`src/rtl/pipe_hazard_ctrl.sv`:
```
// Purpose: Tuse/Tnew stall control for the F/D, D/E, E/M pipeline registers plus MDU busy countdown.
// Latency: all outputs are combinational from the E/M shadow state and the D-stage fields.
// Backpressure: a D-stage stall holds PC and F/D and pushes a bubble into D/E; E/M always advances.
module pipe_hazard_ctrl #(
    parameter int unsigned MULT_CYC = 5,
    parameter int unsigned DIV_CYC  = 10
) (
    input  logic       clk,
    input  logic       reset,
    input  logic [4:0] D_rs,
    input  logic [4:0] D_rt,
    input  logic [1:0] D_Tuse_rs,
    input  logic [1:0] D_Tuse_rt,
    input  logic [4:0] D_A3,
    input  logic [1:0] D_Tnew,
    input  logic       D_md,
    input  logic       D_md_start,
    input  logic       D_md_div,
    output logic       stall,
    output logic       pc_we,
    output logic       fd_we,
    output logic       de_flush,
    output logic       em_we,
    output logic       em_flush,
    output logic       md_busy
);

    localparam logic [3:0] MULT_LD = 4'(MULT_CYC);
    localparam logic [3:0] DIV_LD  = 4'(DIV_CYC);

    // Shadow copies of the destination/Tnew of the instructions in E and M.
    logic [4:0] e_a3;
    logic [1:0] e_tnew;
    logic       e_md_start;
    logic       e_md_div;
    logic [4:0] m_a3;
    logic [1:0] m_tnew;
    logic [3:0] cnt;

    logic stall_rs;
    logic stall_rt;
    logic stall_md;

    // Register hazards: a producer still short of forwardable versus the consumer's deadline.
    always_comb begin
        stall_rs = 1'b0;
        stall_rt = 1'b0;
        if (D_rs != 5'd0) begin
            stall_rs = ((D_rs == e_a3) && (e_tnew > D_Tuse_rs)) ||
                       ((D_rs == m_a3) && (m_tnew > D_Tuse_rs));
        end
        if (D_rt != 5'd0) begin
            stall_rt = ((D_rt == e_a3) && (e_tnew > D_Tuse_rt)) ||
                       ((D_rt == m_a3) && (m_tnew > D_Tuse_rt));
        end
    end

    // MDU is busy from the cycle the start sits in E until the countdown reaches zero.
    always_comb begin
        md_busy  = e_md_start | (cnt != 4'd0);
        stall_md = D_md & md_busy;
        stall    = stall_rs | stall_rt | stall_md;
        pc_we    = ~stall;
        fd_we    = ~stall;
        de_flush = stall;
        em_we    = 1'b1;
        em_flush = 1'b0;
    end

    // Advance the shadow pipeline; a stalled D stage enters E as a bubble.
    always_ff @(posedge clk) begin
        if (reset) begin
            e_a3       <= 5'd0;
            e_tnew     <= 2'd0;
            e_md_start <= 1'b0;
            e_md_div   <= 1'b0;
            m_a3       <= 5'd0;
            m_tnew     <= 2'd0;
        end else begin
            if (stall) begin
                e_a3       <= 5'd0;
                e_tnew     <= 2'd0;
                e_md_start <= 1'b0;
                e_md_div   <= 1'b0;
            end else begin
                e_a3       <= D_A3;
                e_tnew     <= D_Tnew;
                e_md_start <= D_md_start & D_md;
                e_md_div   <= D_md_div;
            end
            m_a3   <= e_a3;
            m_tnew <= (e_tnew == 2'd0) ? 2'd0 : e_tnew - 2'd1;
        end
    end

    // Busy countdown, loaded as the start instruction leaves E.
    always_ff @(posedge clk) begin
        if (reset) begin
            cnt <= 4'd0;
        end else if (e_md_start) begin
            cnt <= e_md_div ? DIV_LD : MULT_LD;
        end else if (cnt != 4'd0) begin
            cnt <= cnt - 4'd1;
        end
    end

endmodule

```
`config.mk`:
```
export PLATFORM = sky130hd
export DESIGN_NAME = pipe_hazard_ctrl
export DESIGN_NICKNAME = d
export VERILOG_FILES = /design/src/rtl/pipe_hazard_ctrl.sv
export SDC_FILE = /design/constraint.sdc
export NUM_CORES = 1
export LEC_CHECK = 0
export ABC_AREA = 1
export CORE_UTILIZATION = 52
export CTS_CLUSTER_DIAMETER = 120
export DETAILED_ROUTE_END_ITERATION = 8
export MAX_ROUTING_LAYER = met4
export PLACE_DENSITY = 0.84
export SLEW_MARGIN = 20
export SYNTH_ARGS = -nofsm -noshare
export SYNTH_HDL_FRONTEND = slang
export SYNTH_SLANG_ARGS = --single-unit
```
`constraint.sdc`:
```
create_clock -name clk -period 4.8 [get_ports clk]
set_input_delay 1.44 -clock clk [delete_from_list [all_inputs] [get_ports clk]]
set_output_delay 1.44 -clock clk [all_outputs]
set_load 0.05 [all_outputs]
```
Word-level counts from Yosys, hierarchy flattened
Index checks and enable logic that the tools add are counted.

word-level totals
  bits in registers = 20
  input bits = 26
  output and inout bits = 7
  logic and storage cells = 41

cells by class
  add/subtract/negate cells = 2
  order comparisons = 4
  equal/unequal tests = 4
  multiplexer cells = 5
  bitwise gates (word level) = 6
  reduce and logical (&&, ||, !) cells = 13

operators with widths
  cell                 number
  $eq 5x5->1           4
  $mux 4               3
  $reduce_bool 5->1    2
  $gt 2x2->1           4
  $logic_and 1x1->1    4
  $reduce_bool 4->1    1
  $reduce_or 2->1      2
  $sub 4x1->4 const B  1
  $or 1x1->1           3
  $and 1x1->1          2
  $logic_not 2->1      1
  $logic_or 1x1->1     2
  $mux 1               2
  $reduce_bool 2->1    1
  $sub 2x1->2 const B  1
  $not 1->1            1

Longest topological paths before layout
  word-level depth = 7
  mapped depth = 13
  depth with buffers taken out = 12

Worst setup path before layout
No wires, ideal clock.

  path type = input port to output port
  from = in D_Tuse_rs[1]
  to = out pc_we
  arrival = 3.408 ns
  data required time = 3.360 ns
  path slack = -0.048 ns
  cell stages on the path = 10
  buffers on the path = 1
  cell sequence = inv_1 > ha_1 > a21oi_1 > nor2_1 > nand3_1 > nand2_1 > nand2_2 > nand3_1 > inv_1 > buf_4

on the way
  longest elaborated chain between the ends = 7
  elaborated cells on any way between the ends = 9
  classes of those cells = order compare (2); mux (1); bitwise (3); reduce/logical (3)

ends and longest elaborated chain
  item                                  line    source
  start, declared                       12      input logic [1:0] D_Tuse_rs,
  $gt 2x2->1 (on tied branches)         49, 50
  $logic_and 1x1->1 (on tied branches)  49, 50
  $logic_or 1x1->1 *                    49      stall_rs = ((D_rs == e_a3) && (e_tnew > D_Tuse_rs)) ||
  $mux 1 *                              48      if (D_rs != 5'd0) begin
  $or 1x1->1 * (2 in series)            62      stall = stall_rs | stall_rt | stall_md;
  named net de_flush                    22      output logic de_flush,
  $not 1->1 *                           --
  end, declared                         20      output logic pc_we,

Mark *: on every way through the listed nets, which the timed path passes. The rest lies on a longest branch.

Worst setup path in the final report
  from = in D_Tuse_rt[1]
  to = out fd_we

on the way
  longest elaborated chain between the ends = 7
  elaborated cells on any way between the ends = 9
  classes of those cells = order compare (2); mux (1); bitwise (3); reduce/logical (3)

ends and longest elaborated chain
  item                                  line    source
  start, declared                       13      input logic [1:0] D_Tuse_rt,
  $gt 2x2->1 (on tied branches)         53, 54
  $logic_and 1x1->1 (on tied branches)  53, 54
  $logic_or 1x1->1 *                    53      stall_rt = ((D_rt == e_a3) && (e_tnew > D_Tuse_rt)) ||
  $mux 1 *                              52      if (D_rt != 5'd0) begin
  $or 1x1->1 * (2 in series)            62
  $not 1->1 *                           64      fd_we = ~stall;
  end, declared                         21      output logic fd_we,

Mark *: on every way between the ends. The rest lies on a longest branch, timed or not.

==> impl_metrics.toml <==
[synth]
synth_area_leaders = "dfxtp_1 (31%), inv_1 (13%), nand2_1 (12%)"
synthAdderAreaFrac_pct = 10.6
synth_cell_types = 22
synth_top_family_by_area = "simple AND/OR/NAND/NOR gates"
netlist.area_leader.share_pct = 30.8
syn_area_um2 = 1300
ys_seq_area_share_pct = 30.8
yosys.area_share.simple_pct = 30.3
synth-compound-area-share_pct = 6.63
netlist_instances = 198
async_flop_share_pct = 0
yosys_most_used_dff = "dfxtp_1"
ys_ff_latch = 20
synth.yosys.warnings = 0
synth_xor_area_share_pct = 4.71
synth.avg_cell_area_um2 = 6.57
yosys.area.top_type = "dfxtp_1"
synth_edf_count = 0
syn-num-nets = 235
synth.area.mux_share_pct = 0

[clocking]
root_buffer = "clkbuf_4"
clk_pin_slew_worst_paths_ns = 0.09
cts-resized-gates = 0
cts_buffers = 3
postCtsSetupBuffers = 0
cts_tree = "done"
clockBufferDepth = 2
hold_buffers = 0
cts_sinks = 20
clk_latency_ns = 0.30
h-tree-depth = 1

[run]
drv_cap = 0

[critical_path]
critPathArrivalTime_ns = 3.19
slowest_stage = "clkdlybuf4s50_1"
crit_top_cell = "nand2_1"
cp_num_buf_inv = 5
cp.required_ns = 3.36
end_kind = "output pin"
crit_chain = "clkdlybuf4s50_1, inv_1, ha_1, nand2_1, inv_1, nor2_1, nand2_1, nor2_1, nand2_1, nand2_1, nand2_2, nand3_2, clkinvlp_4, buf_12"
critPathMaxStageDelay_ns = 0.46
path_delay_family = "buffers and inverters"
crit_fanout = 2
worstSetupPathType = "in2out"
start_kind = "input pin"

[grt]
grt_usage_pct = 25.6
grt_overflow = 0
antenna_found_initial = 0
grt_max_degree = 11
grt_pass1_wl_um = 4930
grt_pass1_vias = 1204

[place]
numPortBuffers = 30
placed_cell_area_um2 = 1650
hpwl_um = 2430
place.gp.congestion = 0.932
place_inst = 252

[floorplan]
rows = 17
start_util_pct = 57.2
die_h_um = 52.0
die_w_um = 52.0
dieArea_um2 = 2710
coreArea_um2 = 2280
num_io_pins = 33

[power]
ir_drop_uv = 417
powerDensity_nw_per_um2 = 410
p_total_mw = 0.686
power_leakage_nw = 0.870

[finish]
diodes = 0
nFillCells = 189
final_cells = 255
multi_input_area_um2 = 692
num-nets-final = 266
seq_area_um2 = 400
finalInstanceArea_um2 = 1670
drive_gt1_share_pct = 7.05
area_growth_pct = 28.7

[sta]
hold_viol_final = 0
final.setup_skew_ns = 0.0100
setup_violations = 0
fmax_mhz = 216
slew_viol_final = 0
final.min_clock_period_ns = 4.63
tns_ns = 0
rsz0062_at_grt = "no"
fin_crit_sh_pct = 96.4

[route]
viasPerCell = 5.01
drt-pass1-iter-count = 4
ant_nets = 0
num_vias = 1278
drtIter0Drc = 28
wire_per_inst_um = 11.5
drcViolationCount = 0
wl_um = 2940

[status]
status = "finished clean"

[worst_hold_path]
hold_class = "reg2reg"
[cell type report]
type / count / area share (%)
multi-input cells: 127 / 41.3
flip-flops and latches: 20 / 23.9
repair buffers: 31 / 20.8
inverters: 46 / 10.5
well taps: 28 / 2.09
clock buffers: 3 / 1.35
[per-stage QoR]
| stage | worst slack (ns) | util [%] | hold slack [ns] |
|---|---|---|---|
| floorplan | 0.215 | - | 0.400 |
| global placement | 0.205 | 72.6 | 0.407 |
| detailed placement | 0.170 | 72.6 | 0.417 |
| CTS | 0.165 | 73.6 | 0.431 |
| global route | 0.0150 | 73.6 | 0.457 |
| finish | 0.171 | 73.6 | 0.430 |
[flip-flops by register name, indices dropped and copies added, names as in the netlist]
name,count
m_a3,5
m_tnew,2
e_md_start,1
e_md_div,1
e_a3,5
cnt,4
e_tnew,2
[cells in the mapped netlist (all sizes together) (2+ instances only)]
cell / number
inv: 46
nand2: 43
nor2: 31
dfxtp: 20
ha: 11
nand3: 10
a21oi: 7
o21ai: 6
xor2: 6
buf: 5
nor3: 5
nand4: 3
conb: 2
[metal layers]
metal / share of wire, % / wire length [um] / global-route usage, % / up-vias
met3: 5.2 / 152 / 3.80 / 10
met2: 51 / 1500 / 46.2 / 43
met1: 41 / 1190 / 26.4 / 574
li1: - / - / - / 651
met4: 3.2 / 95 / 14.0 / 0
met5: 0 / 0 / - / -
[report_power, final]
group / total (mW) / internal [mW] / switching [mW]
clock: 0.0764 / 0.0292 / 0.0472
sequential: 0.218 / 0.198 / 0.0198
combinational: 0.392 / 0.164 / 0.227
[kinds of logic (layout without fill, tap and decap cells)]
family / Yosys count / count (layout)
other: 2 / 2
DFF: 20 / 20
AOI/OAI and AO/OA: 15 / 15
buffers and inverters: 51 / 80
xor gates and xnor gates: 7 / 7
and+or+nand+nor: 92 / 92
adders and majority gates: 11 / 11
[final timing paths]
| path | startpoint | to | slack [ns] | depth (start not counted) |
|---|---|---|---|---|
| worst max register to register | e_tnew[0] | e_a3[4] | 3.26 | 12 |
| worst min register to register | e_tnew[0] | m_tnew[0] | 0.43 | 1 |
| worst min-delay path | e_tnew[0] | m_tnew[0] | 0.43 | 1 |
| worst max-delay path | D_Tuse_rt[1] | fd_we | 0.17 | 14 |
[cells in the final DEF, fill, tap and decap left out]
| master | netlist | layout |
|---|---|---|
| a2111oi_2 | 1 | 1 |
| a21oi_1 | 7 | 7 |
| a31oi_1 | 1 | 1 |
| buf_12 | 0 | 4 |
| buf_4 | 4 | 1 |
| clkbuf_4 | 0 | 3 |
| clkdlybuf4s50_1 | 0 | 26 |
| clkinvlp_4 | 0 | 1 |
| conb_1 | 2 | 2 |
| dfxtp_1 | 20 | 20 |
| ha_1 | 11 | 11 |
| inv_1 | 45 | 44 |
| inv_2 | 1 | 1 |
| nand2_1 | 41 | 41 |
| nand2_2 | 2 | 2 |
| nand3_1 | 10 | 9 |
| nand3_2 | 0 | 1 |
| nand4_1 | 2 | 2 |
| nand4_4 | 1 | 1 |
| nor2_1 | 30 | 30 |
| nor2_2 | 1 | 1 |
| nor3_1 | 5 | 5 |
| o21ai_0 | 5 | 5 |
| o21ai_1 | 1 | 1 |
| xnor2_1 | 1 | 1 |
| xor2_1 | 6 | 6 |
Note: power is estimated with default switching activity, not from simulation.
